**src/rtl/fir_out_condition.sv**
```systemverilog
// rtl/fir_out_condition.sv - FIR output conditioner: decimate, round, narrow, FWFT buffer
//
// Takes wide FIR accumulator samples, keeps one in every DECIM valid samples,
// rounds half-up by 2^SHIFT, narrows to OUT_WIDTH and queues the result in a
// small first-word-fall-through FIFO.
//
// Optional feature macro: FIR_OUT_SAT_EN
//   defined   : narrowing clamps to the OUT_WIDTH signed range, sat_flag records clamps
//   undefined : narrowing keeps the low OUT_WIDTH bits (wrap), sat_flag is constant 0
//
// Ports:
//   clk, rst_n             clock, asynchronous active-low reset
//   in_data, in_valid      upstream sample stream (no backpressure)
//   out_data, out_valid    FIFO head and non-empty indication
//   out_ready              consumer accept; transfer when out_valid && out_ready
//   fifo_level             current FIFO occupancy
//   drop_flag, sat_flag    sticky status flags
//   flag_clr               synchronous clear of both flags, wins over a same-cycle set

module fir_out_condition #(
   parameter int IN_WIDTH   = 33,
   parameter int OUT_WIDTH  = 16,
   parameter int SHIFT      = 17,
   parameter int DECIM      = 4,
   parameter int FIFO_DEPTH = 4
) (
   input  logic                          clk,
   input  logic                          rst_n,
   input  logic signed [IN_WIDTH-1:0]    in_data,
   input  logic                          in_valid,
   output logic signed [OUT_WIDTH-1:0]   out_data,
   output logic                          out_valid,
   input  logic                          out_ready,
   output logic [$clog2(FIFO_DEPTH):0]   fifo_level,
   output logic                          drop_flag,
   output logic                          sat_flag,
   input  logic                          flag_clr
);

   localparam int PW = (DECIM > 1) ? $clog2(DECIM) : 1;
   localparam int AW = $clog2(FIFO_DEPTH);
   localparam logic [PW-1:0] PHASE_LAST = PW'(DECIM - 1);
   localparam logic [AW:0]   LEVEL_FULL = (AW + 1)'(FIFO_DEPTH);
   localparam logic signed [IN_WIDTH:0] HALF = (IN_WIDTH + 1)'(1) << (SHIFT - 1);

   logic [PW-1:0]                 phase_q, phase_d;
   logic signed [OUT_WIDTH-1:0]   stage_q, stage_d;
   logic                          stage_valid_q, stage_valid_d;
   logic signed [OUT_WIDTH-1:0]   mem_q [FIFO_DEPTH];
   logic signed [OUT_WIDTH-1:0]   mem_d [FIFO_DEPTH];
   logic [AW-1:0]                 wr_ptr_q, wr_ptr_d;
   logic [AW-1:0]                 rd_ptr_q, rd_ptr_d;
   logic [AW:0]                   fifo_level_q, fifo_level_d;
   logic                          drop_flag_q, drop_flag_d;

   logic                          keep;
   logic signed [IN_WIDTH:0]      rnd_sum;
   logic signed [IN_WIDTH:0]      rnd;
   logic signed [OUT_WIDTH-1:0]   narrow;
   logic                          full;
   logic                          pop;
   logic                          wr_en;
   logic                          drop;

`ifdef FIR_OUT_SAT_EN
   localparam logic signed [IN_WIDTH:0] SAT_MAX =
      {{(IN_WIDTH + 2 - OUT_WIDTH){1'b0}}, {(OUT_WIDTH - 1){1'b1}}};
   localparam logic signed [IN_WIDTH:0] SAT_MIN =
      {{(IN_WIDTH + 2 - OUT_WIDTH){1'b1}}, {(OUT_WIDTH - 1){1'b0}}};
   logic sat_flag_q, sat_flag_d;
   logic clip;
`endif

   always_comb begin
      // Decimation: only the phase-0 sample of each group of DECIM is kept
      keep    = in_valid && (phase_q == '0);
      phase_d = phase_q;
      if (in_valid) begin
         phase_d = (phase_q == PHASE_LAST) ? '0 : phase_q + PW'(1);
      end

      // One extra bit of headroom so adding the half-LSB cannot overflow
      rnd_sum = (IN_WIDTH + 1)'(in_data) + HALF;
      rnd     = rnd_sum >>> SHIFT;

`ifdef FIR_OUT_SAT_EN
      clip = 1'b1;
      if (rnd > SAT_MAX) begin
         narrow = {1'b0, {(OUT_WIDTH - 1){1'b1}}};
      end else if (rnd < SAT_MIN) begin
         narrow = {1'b1, {(OUT_WIDTH - 1){1'b0}}};
      end else begin
         narrow = OUT_WIDTH'(rnd);
         clip   = 1'b0;
      end
`else
      narrow = OUT_WIDTH'(rnd);
`endif

      stage_d       = keep ? narrow : stage_q;
      stage_valid_d = keep;

      // FIFO: a pop frees the slot in the same cycle, so push+pop works even when full
      full  = (fifo_level_q == LEVEL_FULL);
      pop   = out_valid && out_ready;
      wr_en = stage_valid_q && (!full || pop);
      drop  = stage_valid_q && full && !pop;

      mem_d = mem_q;
      if (wr_en) begin
         mem_d[wr_ptr_q] = stage_q;
      end
      wr_ptr_d = wr_ptr_q + AW'(wr_en);
      rd_ptr_d = rd_ptr_q + AW'(pop);

      fifo_level_d = fifo_level_q;
      case ({wr_en, pop})
         2'b10:   fifo_level_d = fifo_level_q + (AW + 1)'(1);
         2'b01:   fifo_level_d = fifo_level_q - (AW + 1)'(1);
         default: fifo_level_d = fifo_level_q;
      endcase

      drop_flag_d = flag_clr ? 1'b0 : (drop_flag_q | drop);
`ifdef FIR_OUT_SAT_EN
      sat_flag_d  = flag_clr ? 1'b0 : (sat_flag_q | (keep & clip));
`endif
   end

   always_ff @(posedge clk or negedge rst_n) begin
      if (!rst_n) begin
         phase_q       <= '0;
         stage_q       <= '0;
         stage_valid_q <= 1'b0;
         mem_q         <= '{default: '0};
         wr_ptr_q      <= '0;
         rd_ptr_q      <= '0;
         fifo_level_q  <= '0;
         drop_flag_q   <= 1'b0;
      end else begin
         phase_q       <= phase_d;
         stage_q       <= stage_d;
         stage_valid_q <= stage_valid_d;
         mem_q         <= mem_d;
         wr_ptr_q      <= wr_ptr_d;
         rd_ptr_q      <= rd_ptr_d;
         fifo_level_q  <= fifo_level_d;
         drop_flag_q   <= drop_flag_d;
      end
   end

`ifdef FIR_OUT_SAT_EN
   always_ff @(posedge clk or negedge rst_n) begin
      if (!rst_n) begin
         sat_flag_q <= 1'b0;
      end else begin
         sat_flag_q <= sat_flag_d;
      end
   end
   assign sat_flag = sat_flag_q;
`else
   assign sat_flag = 1'b0;
`endif

   assign out_valid  = (fifo_level_q != '0);
   // Held at zero while empty so the output is defined after reset
   assign out_data   = out_valid ? mem_q[rd_ptr_q] : '0;
   assign fifo_level = fifo_level_q;
   assign drop_flag  = drop_flag_q;

endmodule

```
**config.mk**
```make
export PLATFORM = sky130hd
export DESIGN_NAME = fir_out_condition
export DESIGN_NICKNAME = d
export VERILOG_FILES = /design/src/rtl/fir_out_condition.sv
export SDC_FILE = /design/constraint.sdc
export NUM_CORES = 1
export LEC_CHECK = 0
export ABC_AREA = 1
export BUFFER_PORTS_ARGS = -buffer_cell sky130_fd_sc_hd__clkbuf_2
export CORE_ASPECT_RATIO = 1.75
export CORE_MARGIN = 5
export CORE_UTILIZATION = 46
export DETAILED_ROUTE_END_ITERATION = 8
export PLACE_DENSITY = 0.65
export SLEW_MARGIN = 20
export SYNTH_ARGS = -nofsm -noshare
export SYNTH_HDL_FRONTEND = slang
export SYNTH_SLANG_ARGS = --single-unit
```
**constraint.sdc**
```tcl
create_clock -name clk -period 2.45 [get_ports clk]
set_input_delay 0.245 -clock clk [delete_from_list [all_inputs] [get_ports clk]]
set_output_delay 0.245 -clock clk [all_outputs]
set_load 0.005 [all_outputs]
```
==> results of run 1 <==
-- worst max-delay path: cells and delay by family (launching register included) --
family | cells | cell delay (ns)
AOI/OAI and AO/OA | 2 | 0.45
DFF | 1 | 0.49
buffers and inverters | 2 | 0.66
-- through the flow --
stage / std cells / area, µm² / worst slack (ns) / util [%]
final: 710 / 5110 / 0.267 / 52.2
after global routing: 710 / 5110 / 0.198 / 52.2
after CTS: 710 / 5110 / 0.219 / 52.2
after detailed placement: 694 / 4830 / 0.496 / 49.4
after global placement: 694 / 4830 / 0.523 / 49.4
after floorplan: 544 / 4560 / 0.449 / -
-- how the worst min path moves through the flow --
| stage | end | slack [ns] | cells after the start |
|---|---|---|---|
| finish | drop_flag | 0.06 | 2 |
| global route | drop_flag | 0.06 | 2 |
| CTS | drop_flag | 0.05 | 2 |
| detailed placement | mem_q[51] | 0.30 | 1 |
| global placement | mem_q[51] | 0.29 | 1 |
| floorplan | drop_flag | -0.05 | 0 |
-- where the power goes --
group / total [mW] / internal, mW / switching, mW / leakage [nW]
registers: 2.58 / 2.17 / 0.414 / 1.14
clock network: 1.23 / 0.704 / 0.524 / 0.132
logic: 2.62 / 1.02 / 1.60 / 1.26
-- cells in the mapped netlist (6+ instances only) --
master,n,share of area [%]
sky130_fd_sc_hd__a21oi_1,20,2.2
sky130_fd_sc_hd__buf_2,11,1.2
sky130_fd_sc_hd__dfrtp_1,91,50
sky130_fd_sc_hd__ha_1,6,1.6
sky130_fd_sc_hd__inv_1,57,4.7
sky130_fd_sc_hd__nand2_1,138,11
sky130_fd_sc_hd__nand3_1,17,1.9
sky130_fd_sc_hd__nor2_1,53,4.4
sky130_fd_sc_hd__o211ai_1,16,2.6
sky130_fd_sc_hd__o21ai_0,41,4.5
sky130_fd_sc_hd__o21ai_1,24,2.6
sky130_fd_sc_hd__o21ai_2,25,4.8
-- final cells by class --
| cell class | instances | area, µm² |
|---|---|---|
| tap | 125 | 156 |
| clock inverter | 3 | 15.0 |
| timing repair buffer | 52 | 303 |
| inverter | 60 | 228 |
| fill | 964 | 4680 |
| multi-input combinational | 367 | 1880 |
| sequential | 91 | 2280 |
| clock buffer | 12 | 246 |
-- timing repair --
action                                  4_1_cts  5_1_grt
hold buffers                                  1        0
endpoints found under the setup margin        0        0
hold endpoints to repair                     45        0
gates resized for setup                       0        0
-- cells by family after synthesis --
family / Yosys count / share of synthesized area (%)
AOI/OAI and AO/OA: 131 / 17.5
xor gates and xnor gates: 8 / 1.54
adders and majority gates: 7 / 2.09
buffers and inverters: 86 / 8.76
DFF: 91 / 50.0
other: 1 / 0.0823
and+or+nand+nor: 220 / 20.0
-- routing by layer --
| metal | vias to the layer above | GRT usage (%) |
|---|---|---|
| met5 | - | 0 |
| met4 | 0 | 6.92 |
| met3 | 16 | 2.91 |
| met2 | 85 | 30.5 |
| met1 | 1707 | 21.6 |
| li1 | 1821 | - |
-- cells in the final DEF (no fill, tap or decap), types with 9 or more instances in the layout --
master / netlist / routed
sky130_fd_sc_hd__inv_1: 57 / 57
sky130_fd_sc_hd__nand2_1: 138 / 138
sky130_fd_sc_hd__clkbuf_16: 0 / 9
sky130_fd_sc_hd__dfrtp_1: 91 / 91
sky130_fd_sc_hd__nand3_1: 17 / 17
sky130_fd_sc_hd__o21ai_0: 41 / 41
sky130_fd_sc_hd__o21ai_2: 25 / 25
sky130_fd_sc_hd__clkbuf_2: 0 / 41
sky130_fd_sc_hd__nor2_1: 53 / 53
sky130_fd_sc_hd__o211ai_1: 16 / 16
sky130_fd_sc_hd__buf_4: 3 / 9
sky130_fd_sc_hd__a21oi_1: 20 / 20
sky130_fd_sc_hd__o21ai_1: 24 / 24
-- flip-flops by register name, summed over array words and instances, names as in the netlist --
register       flops
mem_q             64
wr_ptr_q           2
stage_valid_q      1
phase_q            2
stage_q           16
rd_ptr_q           2
drop_flag          1
fifo_level         3
==> run metrics, run 1 <==
Clk Latency, worst-skew pair=0.34 ns; MaxCap Viol Count=0; CTS tree=yes; initial core utilization=46.5%; run status=complete, no violations; aggregate global routing overflow=0; worst reg2reg path depth=9; highest fanout seen on the critical path=16; y dimension of the die=142 µm; clock input transition at the sequential cells of the worst setup and hold paths=0.06 ns; critical path data arrival time=1.94 ns; synthesis warning total=0; top achievable clock speed=458 MHz; total clock sinks=91; slew margin rel.=59.1%; number of placement rows=48; core area=9790 µm²; uppermost metal layer occupied by signal nets=met4; cell with the largest stage delay on the worst path=sky130_fd_sc_hd__dfrtp_1; post-route fraction of the period consumed by the critical path=89.1%; min-delay src=flag_clr; Worst EP required=2.20 ns; flip-flop and latch count after synthesis=91; nature of the critical path endpoint=output port; maximum ir drop on the vdd rail=0.583 mV; Netlist cell types=33; Fin Setup TNS=0 ns; setup repair after global routing missed its margin=false; boundary pin count=60; DR vias/cell=5.11; horizontal die dimension=85.2 µm; max-slew violations=0; half-perimeter wire length of the detailed placement result=6830 µm; post-synthesis area per instance=8.38 µm²; fraction of synthesis flops using an asynchronous set or reset pin=100%; terminus of the critical flop-to-flop path=fifo_level[2]; met2 routed wirelength=5050 µm; gate count of the mapped netlist=544; library cell used as clock root buffer=sky130_fd_sc_hd__clkbuf_16; category of the most critical setup path=reg -> out; Port Buf Inserts=42; Detail Route met3 WL=333 µm; Critical path origin=rd_ptr_q[0]; layout cell share with drive strength beyond 1=17.1%; portion of the post-synthesis area used by sequential elements=50.0%; TritonCTS Buffers=9; Synth Net Count=589; worst-path cell chain=inv_1 > o21ai_0 > a21oi_1 > clkbuf_2; CTS HTree Levels=3; DRC violation total after the first TritonRoute iteration=247; total power after layout=6.43 mW; launch instance of the worst register-to-register path=fifo_level[1]; antenna violation net count after detailed routing=0; wire per inst=13.9 µm; length of the first detailed-routing pass in iterations=4; pwr dens=1260 nW/µm²; Final Skew=0.00775 ns; Main synth FF type=sky130_fd_sc_hd__dfrtp_1; Synth Cell Area=4560 µm²; wire length of the first global-routing pass=17100 µm; worst hold-check slack=0.0558 ns; vias after detailed routing=3629; Finish-stage setup viols=0; worst slew pin tran=0.613 ns; growth of design area from synthesis to finish=12.1%; GR Util All Layers=17.6%; minimum setup slack among reg-to-reg paths=0.50 ns; detailed-routing wirelength on met1=4260 µm; capture point of the critical path=out_data[10]; area enclosed by the die boundary=12100 µm²; final wirelength=9870 µm; final-stage net count=626; Startpoint Class=flip-flop; largest net degree at the start of global routing=48; count of flip-flops with a built-in enable after synthesis=0; antenna diode count=0; Worst Hold Class=in -> reg; Post CTS Setup Buffer Count=0; highest cell delay on the worst timing path=0.49 ns; number of design rule violations left after detail routing=0; number of global-route vias before repair=3628; final RePlAce weighted congestion=0.892; antenna violations before repair=0; clock period minus worst slack=2.18 ns; clock tree buffer depth=2; hold violation total from the final report=0; leakage power=2.54 nW
Note: power is estimated with default switching activity, not from simulation.
==> run 2: changes to the inputs <==
==> constraint.sdc (replaced) <==
create_clock -name clk -period 2.38 [get_ports clk]
set_input_delay 0.238 -clock clk [delete_from_list [all_inputs] [get_ports clk]]
set_output_delay 0.238 -clock clk [all_outputs]
set_load 0.005 [all_outputs]
==> run metrics, run 2 (same netlist as run 1, synthesis figures left out) <==
run status=complete, no violations (unchanged); area taken by multi-input logic gates=1880 µm² (unchanged); leakage power=2.55 nW (was 2.54 nW); half-perimeter wire length of the detailed placement result=6930 µm (was 6830 µm); GRT busiest layer=met2 (unchanged); met1 usage=21.2% (was 21.6%); growth of design area from synthesis to finish=12.6% (was 12.1%); CTS tree=yes (unchanged); antenna violations before repair=0 (unchanged); pwr dens=1300 nW/µm² (was 1260 nW/µm²); vias after detailed routing=3639 (was 3629); y dimension of the die=142 µm (unchanged); maximum ir drop on the vdd rail=0.624 mV (was 0.583 mV); total power after layout=6.67 mW (was 6.43 mW); boundary pin count=60 (unchanged); library cell used as clock root buffer=sky130_fd_sc_hd__clkbuf_16 (unchanged); antenna diode count=0 (unchanged); Largest Register=mem_q (unchanged); clock input transition at the sequential cells of the worst setup and hold paths=0.06 ns (about the same); launch instance of the worst register-to-register path=fifo_level[0] (was fifo_level[1]); placed cells=695 (was 694); CTS HTree Levels=3 (unchanged); worst slack, placed=0.426 ns (was 0.496 ns); worst slew pin tran=0.584 ns (was 0.613 ns); terminus of the critical flop-to-flop path=fifo_level[2] (unchanged); leading cell type in the layout, fill and taps excluded=sky130_fd_sc_hd__nand2_1 (unchanged); Startpoint Class=flip-flop (unchanged); hold violation total from the final report=0 (unchanged); total clock sinks=91 (unchanged); Final Skew=0.00608 ns (was 0.00775 ns); TritonCTS Buffers=9 (unchanged); highest fanout seen on the critical path=16 (unchanged); capture point of the critical path=out_data[10] (unchanged); antenna violation net count after detailed routing=0 (unchanged); final wirelength=9840 µm (was 9870 µm); Worst EP required=2.14 ns (was 2.20 ns); number of design rule violations left after detail routing=0 (unchanged); category of the most critical setup path=reg -> out (unchanged); Fin Setup TNS=0 ns (unchanged); minimum setup slack among reg-to-reg paths=0.43 ns (was 0.50 ns); aggregate global routing overflow=0 (unchanged); GR Util All Layers=17.6% (about the same); critical path data arrival time=1.72 ns (was 1.94 ns); wire per inst=13.8 µm (was 13.9 µm); Port Buf Inserts=42 (unchanged); area enclosed by the die boundary=12100 µm² (unchanged); top achievable clock speed=510 MHz; core area=9790 µm² (unchanged); nature of the critical path endpoint=output port (unchanged); DRC violation total after the first TritonRoute iteration=295 (was 247); commonest cells after routing, fill and taps aside=sky130_fd_sc_hd__nand2_1, sky130_fd_sc_hd__dfrtp_1, sky130_fd_sc_hd__inv_1 (unchanged); slew margin rel.=61.0% (was 59.1%); final critical-path setup slack=0.417 ns (was 0.267 ns); Gates resized, CTS repair=0 (unchanged); number of global-route vias before repair=3606 (was 3628); Worst Hold Class=in -> reg (unchanged); layout cell share with drive strength beyond 1=17.4% (was 17.1%); flip-flop count of the largest register, all copies and words added=64 (unchanged); post-route fraction of the period consumed by the critical path=82.5%; placement-stage cell area=4840 µm² (was 4830 µm²); final RePlAce weighted congestion=0.882 (was 0.892); horizontal die dimension=85.2 µm (unchanged); number of cells in the finished layout apart from fillers=711 (was 710); setup repair after global routing missed its margin=false (unchanged); largest net degree at the start of global routing=37 (was 48); clock tree buffer depth=2 (unchanged); max-slew violations=0 (unchanged); clock period minus worst slack=1.96 ns; met2 Usage GRT=30.4% (was 30.5%); register area=2280 µm² (unchanged); met3 usage in global routing=3.02% (was 2.91%); wire length of the first global-routing pass=16900 µm (was 17100 µm); Critical path origin=rd_ptr_q[0] (unchanged); number of placement rows=48 (unchanged); initial core utilization=46.5% (unchanged); final-stage net count=627 (was 626); number of fillers in the final layout=940 (was 964); Clk Latency, worst-skew pair=0.33 ns (was 0.34 ns); DR vias/cell=5.12 (was 5.11); length of the first detailed-routing pass in iterations=4 (unchanged); MaxCap Viol Count=0 (unchanged); Finish-stage setup viols=0 (unchanged); final design area excluding fillers=5130 µm² (was 5110 µm²); worst reg2reg path depth=10 (was 9)
==> run 2: changes by cell type in the layout (fill, tap and decap cells not counted), sizes merged <==
| cell | before | now |
|---|---|---|
| buf | 10 | 11 |
| clkbuf | 53 | 54 |
| clkinv | 3 | 2 |
==> run 2: layer usage <==
metal,share of wire (%),routed length [µm],vias to the layer above
li1,-,-,1820
met1,41,4040,1703
met2,51,5060,94
met3,4.5,447,22
met4,2.9,290,0
met5,0,0,-
==> run 2: worst min-delay path by stage <==
stage | from | end | slack (ns) | cells after the start
after CTS | flag_clr | drop_flag | 0.05 | 2
after detailed placement | rst_n | mem_q[51] | 0.23 | 1
after global routing | flag_clr | drop_flag | 0.05 | 2
final | flag_clr | drop_flag | 0.05 | 2
after global placement | rst_n | mem_q[35] | 0.22 | 1
after floorplan | rst_n | drop_flag | -0.06 | 0
==> run 2: area by class of cell <==
cell class                 instances  share of cell area (%)
inverter                          60                    4.44
timing repair buffer              53                    6.05
multi-input combinational        367                    36.6
clock buffer                      13                    5.27
sequential                        91                    44.4
clock inverter                     2                   0.195
tap                              125                    3.05
==> run 2: critical path, cell delays in order (launching register included) <==
cell                       delay, ns
sky130_fd_sc_hd__dfrtp_1        0.39
sky130_fd_sc_hd__inv_1          0.44
sky130_fd_sc_hd__o21ai_0        0.18
sky130_fd_sc_hd__a21oi_1        0.23
sky130_fd_sc_hd__clkbuf_2       0.15
==> run 2: stage by stage <==
step | utilization [%] | hold slack (ns)
6_report | 52.4 | 0.0540
5_1_grt | 52.4 | 0.0502
4_1_cts | 52.4 | 0.0498
3_5_place_dp | 49.5 | 0.228
3_3_place_gp | 49.5 | 0.219
2_1_floorplan | - | -0.0576
==> run 2: timing repair <==
action / 4_1_cts / 5_1_grt
hold buffers: 1 / 0
setup buffers: 0 / 0
hold endpoints to repair: 32 / 0
==> run 2: power by group <==
part | total (mW) | internal (mW) | leakage [nW] | switching, mW
clock network | 1.31 | 0.783 | 0.141 | 0.527
logic | 2.72 | 1.05 | 1.27 | 1.67
registers | 2.64 | 2.23 | 1.14 | 0.408
